--- src/rtl/binario_a_bcd_pkg.sv ---
// rtl/binario_a_bcd_pkg.sv - shared types, constants and sizing helper for the binary-to-BCD unit
// Purpose : BCD digit type, double-dabble correction constants, digit-count helper.
// Ports   : none (package).
package binario_a_bcd_pkg;

    typedef logic [3:0] bcd_digit_t;

    // A digit >= 5 would become >= 10 after the next shift, so it is
    // pre-corrected by +3 to carry into the next digit instead.
    localparam bcd_digit_t BCD_ADD3_THRESH = 4'd5;
    localparam bcd_digit_t BCD_ADD3        = 4'd3;

    // Number of decimal digits needed to represent 2**in_w - 1.
    function automatic int digits_needed(input int in_w);
        int max_v;
        int d;
        max_v = (1 << in_w) - 1;
        d     = 1;
        for (int k = 0; k < 10; k++) begin
            if (max_v >= 10) begin
                max_v = max_v / 10;
                d     = d + 1;
            end
        end
        return d;
    endfunction

endpackage

--- src/rtl/bin2bcd_core.sv ---
// rtl/bin2bcd_core.sv - combinational shift-add-3 binary-to-BCD converter
// Purpose : converts an unsigned IN_W-bit value into BCD_DIGITS packed BCD digits.
// Ports   : bin_in  [IN_W-1:0]         unsigned binary value
//           bcd_out [4*BCD_DIGITS-1:0] packed BCD, digit 0 in the low nibble
module bin2bcd_core
    import binario_a_bcd_pkg::*;
#(
    parameter int IN_W       = 4,
    parameter int BCD_DIGITS = 2
) (
    input  logic [IN_W-1:0]         bin_in,
    output logic [4*BCD_DIGITS-1:0] bcd_out
);

    localparam int OUT_W = 4 * BCD_DIGITS;

    logic [OUT_W-1:0] acc;
    bcd_digit_t       digit;

    // One correction-then-shift step per input bit, MSB first. The shift
    // brings the next binary bit into the ones digit.
    always_comb begin
        acc   = '0;
        digit = '0;
        for (int i = IN_W - 1; i >= 0; i--) begin
            for (int d = 0; d < BCD_DIGITS; d++) begin
                digit = acc[4*d +: 4];
                if (digit >= BCD_ADD3_THRESH) begin
                    acc[4*d +: 4] = digit + BCD_ADD3;
                end
            end
            acc = {acc[OUT_W-2:0], bin_in[i]};
        end
        bcd_out = acc;
    end

endmodule

--- src/rtl/binario_a_bcd_unit.sv ---
// rtl/binario_a_bcd_unit.sv - registered single-stage binary-to-BCD converter with valid flag
// Purpose : double-dabble core followed by one output register stage.
// Ports   : clk          system clock, rising edge
//           rst          asynchronous active-high reset
//           in_valid     binary_input is sampled when high
//           binary_input [IN_W-1:0] unsigned value
//           bcd_output   [4*BCD_DIGITS-1:0] registered BCD result
//           out_valid    bcd_output was updated on the last edge
module binario_a_bcd_unit
    import binario_a_bcd_pkg::*;
#(
    parameter int IN_W       = 4,
    parameter int BCD_DIGITS = 2
) (
    input  logic                    clk,
    input  logic                    rst,
    input  logic                    in_valid,
    input  logic [IN_W-1:0]         binary_input,
    output logic [4*BCD_DIGITS-1:0] bcd_output,
    output logic                    out_valid
);

    localparam int OUT_W = 4 * BCD_DIGITS;

    if (IN_W < 1 || IN_W > 8) begin : g_bad_in_w
        $error("binario_a_bcd_unit: IN_W must be in 1..8");
    end

    if (BCD_DIGITS < digits_needed(IN_W)) begin : g_bad_digits
        $error("binario_a_bcd_unit: BCD_DIGITS too small for 2**IN_W-1");
    end

    logic [OUT_W-1:0] core_bcd;
    logic [OUT_W-1:0] bcd_d, bcd_q;
    logic             out_valid_d, out_valid_q;

    bin2bcd_core #(
        .IN_W       (IN_W),
        .BCD_DIGITS (BCD_DIGITS)
    ) u_core (
        .bin_in  (binary_input),
        .bcd_out (core_bcd)
    );

    // The result register holds its value when no new input arrives so the
    // downstream display does not blank between samples.
    always_comb begin
        bcd_d       = bcd_q;
        out_valid_d = in_valid;
        if (in_valid) begin
            bcd_d = core_bcd;
        end
    end

    always_ff @(posedge clk or posedge rst) begin
        if (rst) begin
            bcd_q       <= '0;
            out_valid_q <= 1'b0;
        end else begin
            bcd_q       <= bcd_d;
            out_valid_q <= out_valid_d;
        end
    end

    assign bcd_output = bcd_q;
    assign out_valid  = out_valid_q;

endmodule

--- config.mk ---
export PLATFORM = sky130hd
export DESIGN_NAME = binario_a_bcd_unit
export DESIGN_NICKNAME = d
export VERILOG_FILES = /design/src/rtl/binario_a_bcd_pkg.sv /design/src/rtl/bin2bcd_core.sv /design/src/rtl/binario_a_bcd_unit.sv
export SDC_FILE = /design/constraint.sdc
export NUM_CORES = 1
export LEC_CHECK = 0
export CAP_MARGIN = 20
export CORE_AREA = 3 3 40 42
export CTS_CLUSTER_SIZE = 30
export DETAILED_ROUTE_END_ITERATION = 7
export DIE_AREA = 0 0 43 45
export HOLD_SLACK_MARGIN = 0.02
export PLACE_DENSITY = 0.6
export RECOVER_POWER = 25
export SYNTH_ARGS = -nofsm -noshare
export SYNTH_HDL_FRONTEND = slang
export SYNTH_SLANG_ARGS = --single-unit
--- constraint.sdc ---
create_clock -name clk -period 2 [get_ports clk]
set_input_delay 0.4 -clock clk [delete_from_list [all_inputs] [get_ports clk]]
set_output_delay 0.4 -clock clk [all_outputs]
set_load 0.01 [all_outputs]
==> results of run 1 <==
-- cell families (layout without fill, tap and decap cells) --
logic type      count (synthesis)  after routing  synth area share
simple gates                    3              3            0.0353
other cells                     1              3            0.0118
buf+inv                         9             21             0.145
flops                           6              6             0.471
mux                             2              2            0.0823
fa+ha+maj                       2              2            0.0784
xor+xnor                        1              1            0.0275
compound gates                  8              8             0.149
-- per-stage QoR --
stage / cell area (um^2) / total power (uW) / worst slack, ns / instances
2_1_floorplan: 327 / 181 / 0.818 / 34
3_5_place_dp: 445 / 221 / 0.267 / 58
4_1_cts: 468 / 337 / 0.462 / 61
6_report: 468 / 327 / 0.483 / 61
5_1_grt: 468 / 353 / 0.428 / 61
3_3_place_gp: 445 / 220 / 0.279 / 58
-- flip-flops by register name, summed over array words and instances (netlist names) --
name / cells
out_valid: 1
bcd_output: 5
-- report_power, final --
group | switching [uW] | internal (uW) | leakage, uW
sequential | 5.60 | 134 | 0.0000724
clock | 42.1 | 67.8 | 0.0000138
combinational | 32.2 | 45.6 | 0.000131
-- worst max-delay path by stage --
stage	end	slack (ns)	depth (start not counted)
finish	bcd_output[1]	0.48	1
global route	bcd_output[1]	0.43	1
CTS	bcd_output[1]	0.46	1
detailed placement	bcd_output[2]	0.27	6
global placement	bcd_output[2]	0.28	6
floorplan	bcd_output[2]	0.82	5
-- placed cells by master, fill, tap and decap left out --
cell type,n
nand2_1,1
a21oi_1,4
mux2_2,1
o22ai_1,1
o211ai_1,1
o21ai_0,1
ha_1,2
buf_4,1
clkbuf_4,3
xnor2_1,1
clkdlybuf4s50_1,11
dfrtp_1,6
o21ai_2,1
conb_1,3
nor2_1,2
inv_1,5
mux2_4,1
dlygate4sd3_1,1
-- layout make-up --
type                       instances  area share
sequential                         6       0.321
inverter                           5      0.0401
clock buffer                       3      0.0481
timing repair buffer              13       0.273
multi-input combinational         19       0.278
tap                               15      0.0401
-- per-layer routing --
metal / track usage / wire [um] / up-vias
met4: 0 / 0 / 0
met2: 0.0749 / 221 / 16
li1: - / - / 128
met1: 0.0811 / 237 / 104
met3: 0.0837 / 99 / 0
met5: 0 / 0 / -
==> flow_summary.ini, run 1 <==
[grt]
grt_max_degree = 10
grt_use_total = 0.0662
grt_pass1_vias = 207
antenna_found_initial = 0
overflow = 0
grt_pass1_wl_um = 876

[critical_path]
required_ns = 1.60
crit_path_end_kind = output port
worstSetupPathType = register to output port
path_max_fanout = 2
rrSetupSlack_ns = 1.25
worstSetupStartpointType = register
cpPeakStageDelay_ns = 0.54
r2r_start = bcd_output[2]
worstPathArrival_ns = 1.12
r2r-end = bcd_output[2]
reg2reg_depth = 1
crit_start = bcd_output[1]
worst-path-buf-inv = 1
crit_chain = clkdlybuf4s50_1
slowest_stage = clkdlybuf4s50_1
cp_top_family = buffers and inverters

[detailed_routing]
drt_iter0_drc = 0
avgRoutedWirePerCell_um = 9.15
first_pass_iters = 1
wl_um = 558
vias = 248
drtAntennaViolNets = 0
via_per_inst = 4.07
drc = 0

[floorplanning]
io_pins = 16
fp-row-count = 13
dieArea_mm2 = 0.00194
die_y_um = 45
fp.coreArea_mm2 = 0.00128
start_util = 0.248
die_w_um = 43

[min_path]
holdPathStages = 1
hold_start = bcd_output[0]
hold_class = register to register
hold_path_end = bcd_output[0]

[cells_and_area]
area_delta_synth_final_pct = 46.7
drive_gt1_frac = 0.152
regArea_um2 = 150
multiInputGateArea_um2 = 130
finalNetCount = 57
final_util = 0.364
fillCellCount = 139
num_antenna_cells = 0

[sta]
max_freq_mhz = 659
setup_viol = 0
rsz0062_at_grt = no
hold_viol = 0
final_max_slew_viol_count = 0
finalClockSkew_ns = 0
layout_worst_path_cycle_share = 0.759
whs_ns = 0.505
setup_tns_ns = 0
fin_crit_ns = 1.52

[logic_synthesis]
netlist.area_leader.share = 0.471
syn_inst = 32
avgSynthCellArea_um2 = 9.97
yosysMostFrequentCell = dfrtp_1
synth_seq_cells = 6
synth_cell_types = 16
synth_edf_count = 0
async_flop_share = 1.00
yosys-top-cells-area = dfrtp_1, ha_1, buf_4
netlist_area_um2 = 319
yosysWarnings = 0
synth_common_cells = dfrtp_1, inv_1, a21oi_1
seq_area_frac_synth = 0.471
yosys.area.top_type = dfrtp_1
synth_flop_cell = dfrtp_1

[power_and_ir_drop]
power_density_mw_per_mm2 = 699
ir_drop_mv = 0.383
p_leak_uw = 0.000217

[job]
drv_cap = 0

[clocking]
cts_setup_buffers = 0
ctsHoldBuffers = 0
cts_tree = yes
cts_made_buffers = 3
cts.htree.levels = 1
clock_sinks = 6
cts_max_path_buffers = 2
cts-root-buf = clkbuf_4
postCtsResizedCells = 0
insertion_delay_ns = 0.24
clk_pin_slew_ns = 0.04

[placed_design]
gp_congestion = 0.693
post-dp-hpwl_um = 427
portBuffers = 12

[run_status]
status = finished clean
Note: power is estimated with default switching activity, not from simulation.
==> inputs of run 2 (changes only) <==
--- a/config.mk
+++ b/config.mk
@@ -11,7 +11,7 @@
 export DETAILED_ROUTE_END_ITERATION = 7
 export DIE_AREA = 0 0 43 45
 export HOLD_SLACK_MARGIN = 0.02
-export PLACE_DENSITY = 0.6
+export PLACE_DENSITY = 0.61
 export RECOVER_POWER = 25
 export SYNTH_ARGS = -nofsm -noshare
 export SYNTH_HDL_FRONTEND = slang
==> constraint.sdc (replaced) <==
create_clock -name clk -period 1.3 [get_ports clk]
set_input_delay 0.26 -clock clk [delete_from_list [all_inputs] [get_ports clk]]
set_output_delay 0.26 -clock clk [all_outputs]
set_load 0.01 [all_outputs]
==> run 2 against run 1 <==
- combinational power up 52%
- sequential cell count unchanged
- total power is 53% higher
- first-iteration DRC count did not move
- non-clock buffer count grew 3
- critical endpoint is now bcd_output[2]
==> flow_summary.ini, run 2 (same netlist as run 1, synthesis figures left out) <==
[cells_and_area]
multiInputGateArea_um2 = 146
layout.cells.non_filler = 64
regArea_um2 = 150
area_delta_synth_final_pct = 57.3
largest_reg_flops = 5
layout_common_cells = dfrtp_1, dlygate4sd2_1, inv_1, clkdlybuf4s50_1, buf_4
num_antenna_cells = 0
finalNetCount = 60
fillCellCount = 141
drive_gt1_frac = 0.265
final_area_um2 = 502

[clocking]
cts.htree.levels = 1
clock_sinks = 6
cts_max_path_buffers = 2
insertion_delay_ns = 0.24
clk_pin_slew_ns = 0.04
cts_tree = yes
cts-root-buf = clkbuf_4
cts_made_buffers = 3
ctsHoldBuffers = 0
cts_setup_buffers = 0

[detailed_routing]
drc = 0
drtAntennaViolNets = 0
via_per_inst = 3.97
vias = 254
wl_um = 628
avgRoutedWirePerCell_um = 9.81
first_pass_iters = 1
drt_iter0_drc = 0

[power_and_ir_drop]
p_leak_uw = 0.000251
power_switching_share = 0.251
p_switching_uw = 126
intPower_uw = 375
power_frac_comb = 0.236
pwr-share-clk = 0.334
ir_drop_mv = 0.331
power_frac_seq = 0.430
power_density_mw_per_mm2 = 998

[floorplanning]
io_pins = 16
dieArea_mm2 = 0.00194
start_util = 0.248
fp.coreArea_mm2 = 0.00128
fp-row-count = 13
die_y_um = 45
die_w_um = 43

[critical_path]
required_ns = 1.43
crit_path_end_kind = register
worstSetupPathType = input port to register
reg2reg_depth = 1
worstPathArrival_ns = 1.38
worstSetupStartpointType = input port
path_max_fanout = 4

[grt]
overflow = 0
antenna_found_initial = 0
grt_max_degree = 8
grt_use_total = 0.0805
grt_pass1_vias = 238
grt_pass1_wl_um = 993

[sta]
layout_worst_path_cycle_share = 0.967
setup_tns_ns = 0
fin_crit_ns = 1.26
finalClockSkew_ns = 0
whs_ns = 0.372
rsz0062_at_grt = no
max_freq_mhz = 796
final_max_slew_viol_count = 0
hold_viol = 0
setup_viol = 0

[job]
drv_cap = 0

[placed_design]
portBuffers = 12
gp_congestion = 0.645
dpl.cell_count = 61
placed_area_um2 = 468
post-dp-hpwl_um = 507

[min_path]
hold_class = input port to async pin

[run_status]
status = finished clean
-- run 2: cell types whose count changed in the layout (fill, tap and decap cells not counted) --
| cell | before | now |
|---|---|---|
| ha_1 | 2 | 1 |
| inv_2 | 0 | 1 |
| ha_4 | 0 | 1 |
| dlymetal6s2s_1 | 0 | 1 |
| dlygate4sd2_1 | 0 | 6 |
| buf_4 | 1 | 4 |
| a21oi_1 | 4 | 3 |
| inv_1 | 5 | 4 |
| clkdlybuf4s50_1 | 11 | 4 |
| a21oi_2 | 0 | 1 |
-- run 2: layer usage --
| layer | share of wire | vias to the layer above | global-route usage |
|---|---|---|---|
| met5 | 0 | - | 0 |
| met4 | 0.022 | 0 | 0.0904 |
| met3 | 0.12 | 2 | 0.0478 |
| met2 | 0.44 | 15 | 0.114 |
| met1 | 0.41 | 105 | 0.0762 |
| li1 | - | 132 | - |
-- run 2: area by class of cell --
| cell class | instances | share of cell area |
|---|---|---|
| clock buffer | 3 | 0.0449 |
| inverter | 5 | 0.0374 |
| multi-input combinational | 19 | 0.292 |
| sequential | 6 | 0.299 |
| tap | 15 | 0.0374 |
| timing repair buffer | 16 | 0.289 |
-- run 2: repair_timing --
item | CTS | global route
pin swaps | 0 | 0
resized for setup | 7 | 4
setup endpoints to repair | 7 | 1
-- run 2: power groups by stage --
stage                     registers, uW  logic [uW]  clock network, uW
after detailed placement            219         129                  0
after CTS                           216         117                179
final                               215         118                167
after global placement              218         127                  0
after floorplan                     227        51.4                  0
after global routing                218         131                190
-- run 2: worst max-delay path: stages --
cell and delay (ns):
clkdlybuf4s50_1 0.49, inv_2 0.06, ha_4 0.17, a21oi_2 0.11, a21oi_1 0.05, mux2_4 0.25
-- run 2: path summary, 6_finish.rpt --
check | slack [ns] | endpoint | from
min | 0.37 | bcd_output[3] | rst
min in group clk | 0.45 | bcd_output[4] | binary_input[1]
max in group asynchronous | 0.73 | bcd_output[0] | rst
min reg2reg | 0.51 | bcd_output[3] | bcd_output[3]
max | 0.04 | bcd_output[2] | binary_input[2]
max reg2reg | 0.54 | bcd_output[2] | bcd_output[2]
-- run 2: through the flow --
step,total power [uW],util,worst slack [ns]
after floorplan,278,-,0.258
after global placement,345,0.364,-0.271
after detailed placement,348,0.364,-0.286
after CTS,512,0.378,0.0143
after global routing,539,0.390,0.00259
final,501,0.390,0.0434
